<file path="src/rtl/digitizer_pkg.sv">
// Shared definitions for the digitizer acquisition core: register map,
// status bit positions and the acquisition FSM state encoding.
package digitizer_pkg;

  localparam logic [1:0] REG_CTRL  = 2'd0;
  localparam logic [1:0] REG_STAT  = 2'd1;
  localparam logic [1:0] REG_SIZE  = 2'd2;
  localparam logic [1:0] REG_COUNT = 2'd3;

  localparam int STAT_BUSY = 0;
  localparam int STAT_DONE = 1;
  localparam int STAT_OVF  = 2;

  typedef enum logic {
    IDLE = 1'b0,
    RUN  = 1'b1
  } state_t;

endpackage

</file>
<file path="src/rtl/digitizer_axil_regs.sv">
// AXI4-Lite slave and register file: SIZE storage, START pulse and
// write-one-to-clear strobes for the sticky status flags.
module digitizer_axil_regs
  import digitizer_pkg::*;
#(
  parameter logic [31:0] SIZE_RST = 32'd0
) (
  input  logic        clk,
  input  logic        resetn,
  input  logic [3:0]  s_axi_awaddr,
  input  logic        s_axi_awvalid,
  output logic        s_axi_awready,
  input  logic [31:0] s_axi_wdata,
  input  logic [3:0]  s_axi_wstrb,
  input  logic        s_axi_wvalid,
  output logic        s_axi_wready,
  output logic [1:0]  s_axi_bresp,
  output logic        s_axi_bvalid,
  input  logic        s_axi_bready,
  input  logic [3:0]  s_axi_araddr,
  input  logic        s_axi_arvalid,
  output logic        s_axi_arready,
  output logic [31:0] s_axi_rdata,
  output logic [1:0]  s_axi_rresp,
  output logic        s_axi_rvalid,
  input  logic        s_axi_rready,
  input  logic        busy,
  input  logic        done,
  input  logic        overflow,
  input  logic [31:0] count,
  output logic [31:0] size,
  output logic        start,
  output logic        clr_done,
  output logic        clr_ovf
);

  logic        wr_en;
  logic        rd_en;
  logic [31:0] rd_mux;
  logic        unused_addr_lsbs;

  // Handshake: a channel transfers on the edge where valid and ready are both high;
  // ready is only raised while the corresponding response slot is free.
  assign s_axi_awready = s_axi_awvalid && s_axi_wvalid && !s_axi_bvalid;
  assign s_axi_wready  = s_axi_awready;
  assign s_axi_arready = s_axi_arvalid && !s_axi_rvalid;
  assign wr_en         = s_axi_awready;
  assign rd_en         = s_axi_arready;
  assign s_axi_bresp   = 2'b00;
  assign s_axi_rresp   = 2'b00;
  assign unused_addr_lsbs = ^{s_axi_awaddr[1:0], s_axi_araddr[1:0]};

  assign start    = wr_en && (s_axi_awaddr[3:2] == REG_CTRL) && s_axi_wstrb[0] && s_axi_wdata[0];
  assign clr_done = wr_en && (s_axi_awaddr[3:2] == REG_STAT) && s_axi_wstrb[0] && s_axi_wdata[STAT_DONE];
  assign clr_ovf  = wr_en && (s_axi_awaddr[3:2] == REG_STAT) && s_axi_wstrb[0] && s_axi_wdata[STAT_OVF];

  always_comb begin
    rd_mux = '0;
    case (s_axi_araddr[3:2])
      REG_STAT: begin
        rd_mux[STAT_BUSY] = busy;
        rd_mux[STAT_DONE] = done;
        rd_mux[STAT_OVF]  = overflow;
      end
      REG_SIZE:  rd_mux = size;
      REG_COUNT: rd_mux = count;
      default:   rd_mux = '0;
    endcase
  end

  always_ff @(posedge clk or negedge resetn) begin
    if (!resetn) begin
      s_axi_bvalid <= 1'b0;
      s_axi_rvalid <= 1'b0;
      s_axi_rdata  <= '0;
      size         <= {SIZE_RST[31:2], 2'b00};
    end else begin
      if (s_axi_bvalid && s_axi_bready) s_axi_bvalid <= 1'b0;
      else if (wr_en)                   s_axi_bvalid <= 1'b1;

      if (rd_en) begin
        s_axi_rvalid <= 1'b1;
        s_axi_rdata  <= rd_mux;
      end else if (s_axi_rready) begin
        s_axi_rvalid <= 1'b0;
      end

      // Packets are whole 32-bit beats, so the byte count is kept word aligned.
      if (wr_en && (s_axi_awaddr[3:2] == REG_SIZE)) begin
        for (int b = 0; b < 4; b++) begin
          if (s_axi_wstrb[b]) size[8*b +: 8] <= s_axi_wdata[8*b +: 8];
        end
        size[1:0] <= 2'b00;
      end
    end
  end

endmodule

</file>
<file path="src/rtl/digitizer_core.sv">
// Digitizer acquisition core: packs pairs of ADC samples into 32-bit words
// and streams one fixed-size packet per START over AXI4-Stream.
module digitizer_core
  import digitizer_pkg::*;
#(
  parameter int          ADC_W    = 16,
  parameter logic [31:0] SIZE_RST = 32'd0
) (
  input  logic                   clk,
  input  logic                   resetn,
  input  logic [ADC_W-1:0]       adc_data,
  input  logic [3:0]             s_axi_awaddr,
  input  logic                   s_axi_awvalid,
  output logic                   s_axi_awready,
  input  logic [31:0]            s_axi_wdata,
  input  logic [3:0]             s_axi_wstrb,
  input  logic                   s_axi_wvalid,
  output logic                   s_axi_wready,
  output logic [1:0]             s_axi_bresp,
  output logic                   s_axi_bvalid,
  input  logic                   s_axi_bready,
  input  logic [3:0]             s_axi_araddr,
  input  logic                   s_axi_arvalid,
  output logic                   s_axi_arready,
  output logic [31:0]            s_axi_rdata,
  output logic [1:0]             s_axi_rresp,
  output logic                   s_axi_rvalid,
  input  logic                   s_axi_rready,
  output logic [2*ADC_W-1:0]     m_axis_tdata,
  output logic [2*ADC_W/8-1:0]   m_axis_tkeep,
  output logic                   m_axis_tvalid,
  output logic                   m_axis_tlast,
  input  logic                   m_axis_tready,
  output logic                   led,
  output state_t                 dbg_state
);

  state_t            state_q, state_d;
  logic              phase_q;
  logic [ADC_W-1:0]  low_q;
  logic [31:0]       beats_q, loaded_q, count_q;
  logic              done_q, ovf_q;
  logic [31:0]       size;
  logic              start, clr_done, clr_ovf;
  logic              go, finish, accept;

  digitizer_axil_regs #(.SIZE_RST(SIZE_RST)) u_regs (
    .clk           (clk),
    .resetn        (resetn),
    .s_axi_awaddr  (s_axi_awaddr),
    .s_axi_awvalid (s_axi_awvalid),
    .s_axi_awready (s_axi_awready),
    .s_axi_wdata   (s_axi_wdata),
    .s_axi_wstrb   (s_axi_wstrb),
    .s_axi_wvalid  (s_axi_wvalid),
    .s_axi_wready  (s_axi_wready),
    .s_axi_bresp   (s_axi_bresp),
    .s_axi_bvalid  (s_axi_bvalid),
    .s_axi_bready  (s_axi_bready),
    .s_axi_araddr  (s_axi_araddr),
    .s_axi_arvalid (s_axi_arvalid),
    .s_axi_arready (s_axi_arready),
    .s_axi_rdata   (s_axi_rdata),
    .s_axi_rresp   (s_axi_rresp),
    .s_axi_rvalid  (s_axi_rvalid),
    .s_axi_rready  (s_axi_rready),
    .busy          (led),
    .done          (done_q),
    .overflow      (ovf_q),
    .count         (count_q),
    .size          (size),
    .start         (start),
    .clr_done      (clr_done),
    .clr_ovf       (clr_ovf)
  );

  assign accept       = m_axis_tvalid && m_axis_tready;
  assign m_axis_tkeep = '1;
  assign led          = (state_q == RUN);
  assign dbg_state    = state_q;

  always_ff @(posedge clk or negedge resetn) begin
    if (!resetn) state_q <= IDLE;
    else         state_q <= state_d;
  end

  always_comb begin
    state_d = state_q;
    go      = 1'b0;
    finish  = 1'b0;
    case (state_q)
      IDLE: if (start && (size[31:2] != '0)) begin
        state_d = RUN;
        go      = 1'b1;
      end
      RUN: if (accept && m_axis_tlast) begin
        state_d = IDLE;
        finish  = 1'b1;
      end
      default: state_d = IDLE;
    endcase
  end

  always_ff @(posedge clk or negedge resetn) begin
    if (!resetn) begin
      phase_q       <= 1'b0;
      low_q         <= '0;
      beats_q       <= '0;
      loaded_q      <= '0;
      count_q       <= '0;
      done_q        <= 1'b0;
      ovf_q         <= 1'b0;
      m_axis_tdata  <= '0;
      m_axis_tvalid <= 1'b0;
      m_axis_tlast  <= 1'b0;
    end else begin
      if (clr_done) done_q <= 1'b0;
      if (clr_ovf)  ovf_q  <= 1'b0;
      if (go) begin
        phase_q  <= 1'b0;
        beats_q  <= size >> 2;
        loaded_q <= '0;
        count_q  <= '0;
        done_q   <= 1'b0;
        ovf_q    <= 1'b0;
      end else if (state_q == RUN) begin
        phase_q <= !phase_q;
        if (!phase_q) low_q <= adc_data;
        if (accept) count_q <= count_q + 32'd1;
        // Words completed after the last beat was loaded fall outside the packet.
        if (finish) begin
          m_axis_tvalid <= 1'b0;
          m_axis_tlast  <= 1'b0;
          done_q        <= 1'b1;
        end else if (phase_q && (loaded_q != beats_q)) begin
          if (!m_axis_tvalid || m_axis_tready) begin
            m_axis_tdata  <= {adc_data, low_q};
            m_axis_tlast  <= (loaded_q == beats_q - 32'd1);
            m_axis_tvalid <= 1'b1;
            loaded_q      <= loaded_q + 32'd1;
          end else begin
            ovf_q <= 1'b1;
          end
        end else if (accept) begin
          m_axis_tvalid <= 1'b0;
        end
      end
    end
  end

endmodule

</file>
<file path="config.mk">
export PLATFORM = sky130hd
export DESIGN_NAME = digitizer_core
export DESIGN_NICKNAME = d
export VERILOG_FILES = /design/src/rtl/digitizer_pkg.sv /design/src/rtl/digitizer_axil_regs.sv /design/src/rtl/digitizer_core.sv
export SDC_FILE = /design/constraint.sdc
export NUM_CORES = 1
export LEC_CHECK = 0
export ABC_AREA = 1
export ABC_CLOCK_PERIOD_IN_PS = 1800
export CAP_MARGIN = 15
export CORE_MARGIN = 1
export CORE_UTILIZATION = 51
export CTS_CLUSTER_SIZE = 20
export DETAILED_ROUTE_END_ITERATION = 7
export PLACE_DENSITY = 0.81
export SYNTH_ARGS = -nofsm -noshare
export SYNTH_HDL_FRONTEND = slang
export SYNTH_SLANG_ARGS = --single-unit
</file>
<file path="constraint.sdc">
create_clock -name clk -period 1.8 [get_ports clk]
set_input_delay 0.54 -clock clk [delete_from_list [all_inputs] [get_ports clk]]
set_output_delay 0.54 -clock clk [all_outputs]
set_load 0.005 [all_outputs]
</file>
==> impl_metrics.tcl, run 1 <==
set metrics [dict create \
    status "complete, but fails checks" \
    failed_checks "DRC, setup timing" \
    hold_ws_ns 0.4658 \
    die_x_um 152.3 \
    gp_congestion 0.9373 \
    wl_per_cell_um 19.93 \
    finalSetupViolCount 135 \
    min_period_over_period 1.309 \
    reg2reg_to "beats_q[12]$_DFFE_PN0P_" \
    synth_area_leaders "dfrtp_1, nand2_1, inv_1" \
    yosysSeqAreaShare 0.4605 \
    ant_nets 0 \
    critPathKind "reg -> reg" \
    synth-edff-count 0 \
    crit_fanout 7 \
    antenna_found_initial 0 \
    syn2layout_area_growth_pct 51.27 \
    hold_violations 0 \
    drt_iter0_drc 1512 \
    fmaxAchievable_ghz 0.4245 \
    layout.cells.most_common "nand2_1" \
    cts_htree_levels 1 \
    cpPeakStageDelay_ns 0.38 \
    post-route-drc-count 1 \
    vias_per_cell 5.799 \
    place_ws_ns -0.9231 \
    slew_headroom 0.5107 \
    syn_area_um2 11520 \
    netlist.area_leader.share 0.4605 \
    vias 12870 \
    clk_pin_slew_ns 0.06 \
    ys_warn_count 0 \
    wirelength_um 44230 \
    diodes 0 \
    cp_data_required_time_ns 2.24 \
    final_area_um2 17430 \
    worst_slack_ns -0.5559 \
    ys_ff_latch 212 \
    row_count 54 \
    ys_async_sr_fraction 1.000 \
    grt_max_degree 53 \
    cp_common_cell "buf_12" \
    synth_area_leader_cell "dfrtp_1" \
    hpwl_um 26830 \
    skew_ns 0.01581 \
    synth_cell_type_count 48 \
    cp.arrival_ns 2.79 \
    power_density_nw_per_um2 1229 \
    insertion_delay_ns 0.54 \
    cap_violations 0 \
    cts.sinks 212 \
    slew_viol_final 0 \
    reg2reg_depth 11 \
    avgSynthCellArea_um2 7.519 \
    portBuffers 136 \
    worst_pin_slew_ns 0.7263 \
    numCtsBuffers 23 \
    core_um2 21960 \
    cp-start-kind "flop" \
    boundaryPins 149 \
    p_leak_nw 8.773 \
    reg2reg_setup_slack_ns -0.56 \
    ctsRootBufferMaster "clkbuf_16" \
    grt.overflow.total 0 \
    initial_core_util 0.5246 \
    final_layout_size_suffix_gt1_frac 0.2981 \
    path_buf_inv 5 \
    cp.depth 11 \
    finalCriticalPeriod_ns 2.356 \
    nets 2001 \
    cp-end-kind "flop" \
    yosys_most_used_dff "dfrtp_1" \
    finalPower_w 0.02142 \
    ir_worst_vdd_uv 903.4 \
    slowest_stage "dfrtp_1" \
    crit_chain "inv_2, nand4_1, nor4_1, nand2_1, nand3_4, buf_12, buf_12, buf_12, buf_16, nand2_2, o21ai_1" \
    hold_path.class "in -> async" \
    grt_setup_unrepaired "true" \
    dpl_cell_area_um2 14800 \
    grt_pass1_wl_um 65380 \
    synth_cells 1532 \
    cts_tree "done" \
    grt_usage 0.3560 \
    cts_buffer_depth 3 \
    die_y_um 152.3 \
    fp.dieArea_um2 23190 \
    first_pass_iters 8 \
    crit_family "simple AND/OR/NAND/NOR gates" \
    layout_common_cells "nand2_1, buf_4, dfrtp_1, inv_1, nor2_1" \
    grt_pass1_vias 12460 \
    r2r_start "u_regs.size[3]$_DFFE_PN0P_" \
]
==> metrics by stage <==
| stage | std cells | TNS (ns) | utilization |
|---|---|---|---|
| after floorplan | 1538 | 0 | - |
| after global placement | 2115 | -80.59 | 0.6742 |
| after detailed placement | 2115 | -93.20 | 0.6742 |
| after CTS | 2207 | -17.91 | 0.7630 |
| after global routing | 2219 | -57.69 | 0.7936 |
| final | 2219 | -47.02 | 0.7936 |
==> metal layers <==
metal,GRT usage,routed length [um],vias to the layer above
li1,-,-,5690
met1,0.4496,16210,6102
met2,0.5984,21150,853
met3,0.06371,4422,222
met4,0.1599,2448,0
met5,0,0,-
==> worst reg2reg max path, cell delays in order, from the launching register on <==
cell,delay [ns]
dfrtp_1,0.38
inv_2,0.09
nand4_1,0.12
nor4_1,0.34
nand2_1,0.30
nand3_4,0.28
buf_12,0.19
buf_12,0.13
buf_12,0.13
buf_16,0.14
nand2_2,0.06
o21ai_1,0.11
==> registers in the layout, indices dropped and copies added (netlist names), 16 cells and up <==
| name | cells |
|---|---|
| u_regs.size | 30 |
| low_q | 16 |
| u_regs.s_axi_rdata | 32 |
| loaded_q | 32 |
| beats_q | 30 |
| m_axis_tdata | 32 |
| count_q | 32 |
==> cell type report <==
type,count,area [um^2]
flip-flops and latches,212,5313
clock buffers,30,641.9
inverters,156,608.1
clock inverters,4,35.03
repair buffers,433,4167
repair inverters,2,20.02
multi-input cells,1102,6291
fillers,1359,4533
well taps,280,350.3
==> what timing repair did <==
item	in CTS	in global routing
hold buffers	1	0
buffers inserted	42	17
resized for setup	305	178
endpoints found under the setup margin	200	168
endpoints found under the hold margin	22	0
pin swaps	29	22
cloned	15	7
==> cells by family (layout without fill, tap and decap cells) <==
logic type,after synthesis,count (layout),synth area share
compound gates,182,182,0.08624
xor+xnor,67,67,0.05224
fa+ha+maj,3,3,0.003259
buf+inv,224,625,0.08211
flops,212,212,0.4605
other cells,2,8,0.0006519
simple gates,842,842,0.3150
==> where the power goes <==
| part | total [W] | internal (W) | switching (W) |
|---|---|---|---|
| Combinational | 0.00972 | 0.00442 | 0.00530 |
| Sequential | 0.00724 | 0.00609 | 0.00115 |
| Clock | 0.00447 | 0.00249 | 0.00198 |
==> worst max-delay path by stage <==
stage	slack (ns)	to	start
floorplan	0.02	m_axis_tlast$_DFFE_PN0P_	beats_q[0]$_DFFE_PN0P_
global placement	-0.90	m_axis_tlast$_DFFE_PN0P_	m_axis_tready
detailed placement	-0.92	m_axis_tlast$_DFFE_PN0P_	m_axis_tready
CTS	-0.23	m_axis_tlast$_DFFE_PN0P_	beats_q[0]$_DFFE_PN0P_
global route	-0.64	beats_q[12]$_DFFE_PN0P_	u_regs.size[3]$_DFFE_PN0P_
finish	-0.56	beats_q[12]$_DFFE_PN0P_	u_regs.size[3]$_DFFE_PN0P_
==> Yosys cell counts (4+ instances only) <==
cell type	n
o21ai_0	98
nor2_4	4
o22ai_1	27
inv_1	152
buf_4	14
a21oi_1	41
nor2_2	5
nand4_1	31
nor4_1	15
dfrtp_1	212
nand2_1	497
xnor2_1	23
nand3b_1	35
clkbuf_1	25
nor2_1	150
buf_2	23
nor3_1	38
nand3_1	54
xor2_1	42
(Power assumes the default switching activity.)
==> run 2: changes to the inputs <==
--- a/config.mk
+++ b/config.mk
@@ -12,7 +12,7 @@
 export CORE_UTILIZATION = 51
 export CTS_CLUSTER_SIZE = 20
 export DETAILED_ROUTE_END_ITERATION = 7
-export PLACE_DENSITY = 0.81
+export PLACE_DENSITY = 0.86
 export SYNTH_ARGS = -nofsm -noshare
 export SYNTH_HDL_FRONTEND = slang
 export SYNTH_SLANG_ARGS = --single-unit
==> constraint.sdc (replaced) <==
create_clock -name clk -period 1.8 [get_ports clk]
set_input_delay 0.54 -clock clk [delete_from_list [all_inputs] [get_ports clk]]
set_output_delay 0.54 -clock clk [all_outputs]
set_load 0.02 [all_outputs]
==> impl_metrics.tcl, run 2 <==
set metrics [dict create \
    boundaryPins 149 \
    status "aborted with a tool error" \
    antenna_found_initial 11 \
    portBuffers 136 \
    ys_ff_latch 212 \
    synth-edff-count 0 \
    ys_async_sr_fraction 1.000 \
    place_ws_ns -0.6984 \
    die_y_um 152.3 \
    cts.sinks 212 \
    cts_buffer_depth 3 \
    netlist.area_leader.share 0.4605 \
    die_x_um 152.3 \
    grt_max_degree 49 \
    hpwl_um 26820 \
    row_count 54 \
    error "[ERROR GRT-0232] Routing congestion too high. Check the congestion heatmap in the GUI." \
    syn_area_um2 11520 \
    stop_stage "global routing" \
    worst_endpoint "m_axis_tlast$_DFFE_PN0P_/D" \
    grt.overflow.total 18 \
    grt_usage 0.7685 \
    synth_cell_type_count 48 \
    gp_congestion 0.9681 \
    avgSynthCellArea_um2 7.519 \
    synth_area_leader_cell "dfrtp_1" \
    worst-ep-kind "register input" \
    initial_core_util 0.5246 \
    synth_cells 1532 \
    synth_area_leaders "dfrtp_1, nand2_1, inv_1" \
    ys_warn_count 0 \
    yosys_most_used_dff "dfrtp_1" \
    yosysSeqAreaShare 0.4605 \
    synthTopCellsByCount "nand2_1, dfrtp_1, inv_1" \
    ctsRootBufferMaster "clkbuf_16" \
    cts_htree_levels 1 \
    numCtsBuffers 23 \
    yosysMostFrequentCell "nand2_1" \
]
-- run 2: what timing repair did --
item	CTS
resized for setup	354
cloned	17
endpoints found under the hold margin	35
setup endpoints to repair	211
hold buffers	1
pin swaps	38
buffers inserted	51
-- run 2: metal layers --
layer  track usage  GRT overflow
met5        0.3830             0
met4        0.7745             9
met3        0.6456             0
met2        0.9146             9
met1        0.7571             0
-- run 2: logic make-up after synthesis --
kind of cell    share of synthesized area
fa+ha+maj                        0.003259
simple gates                       0.3150
other cells                     0.0006519
flops                              0.4605
xor+xnor                          0.05224
compound gates                    0.08624
buf+inv                           0.08211
-- run 2: through the flow --
stage | cell area [um^2] | std cells | util | TNS, ns | hold slack [ns]
after floorplan | 11540 | 1538 | - | 0 | 0.2444
after global placement | 14780 | 2113 | 0.6729 | -76.33 | 0.4522
after detailed placement | 14780 | 2113 | 0.6729 | -91.06 | 0.4545
after CTS | 17060 | 2221 | 0.7768 | -18.57 | 0.4701
==> run 3: changes to the inputs <==
--- a/config.mk
+++ b/config.mk
@@ -6,13 +6,12 @@
 export NUM_CORES = 1
 export LEC_CHECK = 0
 export ABC_AREA = 1
-export ABC_CLOCK_PERIOD_IN_PS = 1800
+export ABC_CLOCK_PERIOD_IN_PS = 2300
 export CAP_MARGIN = 15
 export CORE_MARGIN = 1
-export CORE_UTILIZATION = 51
-export CTS_CLUSTER_SIZE = 20
+export CORE_UTILIZATION = 40
 export DETAILED_ROUTE_END_ITERATION = 7
-export PLACE_DENSITY = 0.86
+export PLACE_DENSITY_LB_ADDON = 0.15
 export SYNTH_ARGS = -nofsm -noshare
 export SYNTH_HDL_FRONTEND = slang
 export SYNTH_SLANG_ARGS = --single-unit
==> constraint.sdc (replaced) <==
create_clock -name clk -period 2.3 [get_ports clk]
set_input_delay 0.69 -clock clk [delete_from_list [all_inputs] [get_ports clk]]
set_output_delay 0.69 -clock clk [all_outputs]
set_load 0.02 [all_outputs]
==> impl_metrics.tcl, run 3 (synthesis gave the netlist of run 1 again) <==
set metrics [dict create \
    crit_family "buffers and inverters" \
    wirelength_um 33660 \
    grt.overflow.total 0 \
    cp-end-kind "primary output" \
    top_usage_layer "met1" \
    crit_chain "clkdlybuf4s50_1" \
    worst_slack_ns 0.07288 \
    place_ws_ns -0.4229 \
    ctsRootBufferMaster "clkbuf_16" \
    reg2reg_setup_slack_ns 0.18 \
    grt_pass1_vias 10240 \
    grt_max_degree 60 \
    row_count 61 \
    dp_cells 2078 \
    met2_usage 0.3547 \
    hold_path.class "in -> async" \
    clk_pin_slew_ns 0.06 \
    gp_congestion 0.9067 \
    cts_tree "done" \
    slowest_stage "clkdlybuf4s50_1" \
    boundaryPins 149 \
    status "completed" \
    grt_use_met3 0.03613 \
    slew_headroom 0.6677 \
    ant_nets 0 \
    cp_data_required_time_ns 1.61 \
    final_area_um2 14830 \
    nets 1800 \
    die_x_um 171.7 \
    finalCriticalPeriod_ns 2.227 \
    drt_iter0_drc 834 \
    finalSetupViolCount 0 \
    worst_pin_slew_ns 0.4938 \
    critPathKind "reg -> out" \
    wl_per_cell_um 15.86 \
    hpwl_um 25190 \
    crit_fanout 2 \
    vias_per_cell 4.997 \
    min_period_over_period 0.9683 \
    path_buf_inv 1 \
    portBuffers 136 \
    cts_buffer_depth 3 \
    diodes 0 \
    p_leak_nw 7.193 \
    utilization 0.5282 \
    initial_core_util 0.4101 \
    slew_viol_final 0 \
    skew_ns 0.01164 \
    first_pass_iters 5 \
    layout_common_cells "nand2_1, dfrtp_1, inv_1, nor2_1, clkdlybuf4s50_1" \
    cp-start-kind "flop" \
    cpPeakStageDelay_ns 0.63 \
    fin_cells 2123 \
    post-route-drc-count 0 \
    vias 10610 \
    grtUsageMet1 0.3569 \
    insertion_delay_ns 0.53 \
    grt_pass1_wl_um 54930 \
    cts_htree_levels 1 \
    core_um2 28090 \
    cts.sinks 212 \
    cp.arrival_ns 1.54 \
    power_density_nw_per_um2 1032 \
    ir_worst_vdd_uv 659.6 \
    layout.cells.most_common "nand2_1" \
    cap_violations 0 \
    dpl_cell_area_um2 13930 \
    die_y_um 171.7 \
    antenna_found_initial 0 \
    fmaxAchievable_ghz 0.4490 \
    hold_violations 0 \
    numCtsBuffers 25 \
    fp.dieArea_um2 29480 \
    grt_usage 0.2375 \
    final_layout_size_suffix_gt1_frac 0.1014 \
    syn2layout_area_growth_pct 28.77 \
]
==> run 3: metrics by stage <==
stage / power, W / hold WS [ns] / TNS [ns]
after floorplan: 0.008821 / 0.3944 / 0
after global placement: 0.01122 / 0.4501 / -24.56
after detailed placement: 0.01128 / 0.4559 / -32.57
after CTS: 0.01538 / 0.04005 / 0
after global routing: 0.01637 / 0.04824 / -0.007451
final: 0.01531 / 0.05022 / 0
==> run 3: area by class of cell <==
class | count | area (um^2)
inverter | 156 | 588.1
clock inverter | 8 | 107.6
sequential | 212 | 5308
multi-input combinational | 1102 | 5371
tap | 378 | 473.0
clock buffer | 35 | 723.2
timing repair buffer | 232 | 2263
fill | 2799 | 13250
==> run 3: where the power goes <==
| group | internal (W) | leakage, nW | switching, W |
|---|---|---|---|
| Combinational | 0.00232 | 4.15 | 0.00337 |
| Sequential | 0.00477 | 2.64 | 0.000836 |
| Clock | 0.00241 | 0.405 | 0.00160 |
==> run 3: what timing repair did <==
item,4_1_cts,5_1_grt
hold buffers,0,0
setup buffers,0,2
pin swaps,0,4
gates resized for setup,10,24
endpoints found under the setup margin,5,71
==> run 3: worst paths after layout <==
kind | startpoint | to | cells past startpoint
worst min-delay path | resetn | loaded_q[25]$_DFFE_PN0P_ | 1
worst max-delay path | m_axis_tdata[7]$_DFFE_PN0P_ | m_axis_tdata[7] | 1
max in group asynchronous | resetn | u_regs.s_axi_rdata[22]$_DFFE_PN0P_ | 2
worst max register to register | beats_q[2]$_DFFE_PN0P_ | m_axis_tlast$_DFFE_PN0P_ | 13
worst min register to register | low_q[6]$_DFFE_PN0P_ | m_axis_tdata[6]$_DFFE_PN0P_ | 2
min in group clk | low_q[6]$_DFFE_PN0P_ | m_axis_tdata[6]$_DFFE_PN0P_ | 2
==> run 3: routing by layer <==
layer | vias up | routed length (um)
met2 | 309 | 14460
met5 | - | 0
li1 | 5283 | -
met4 | 0 | 695
met3 | 54 | 2011
met1 | 4962 | 16500
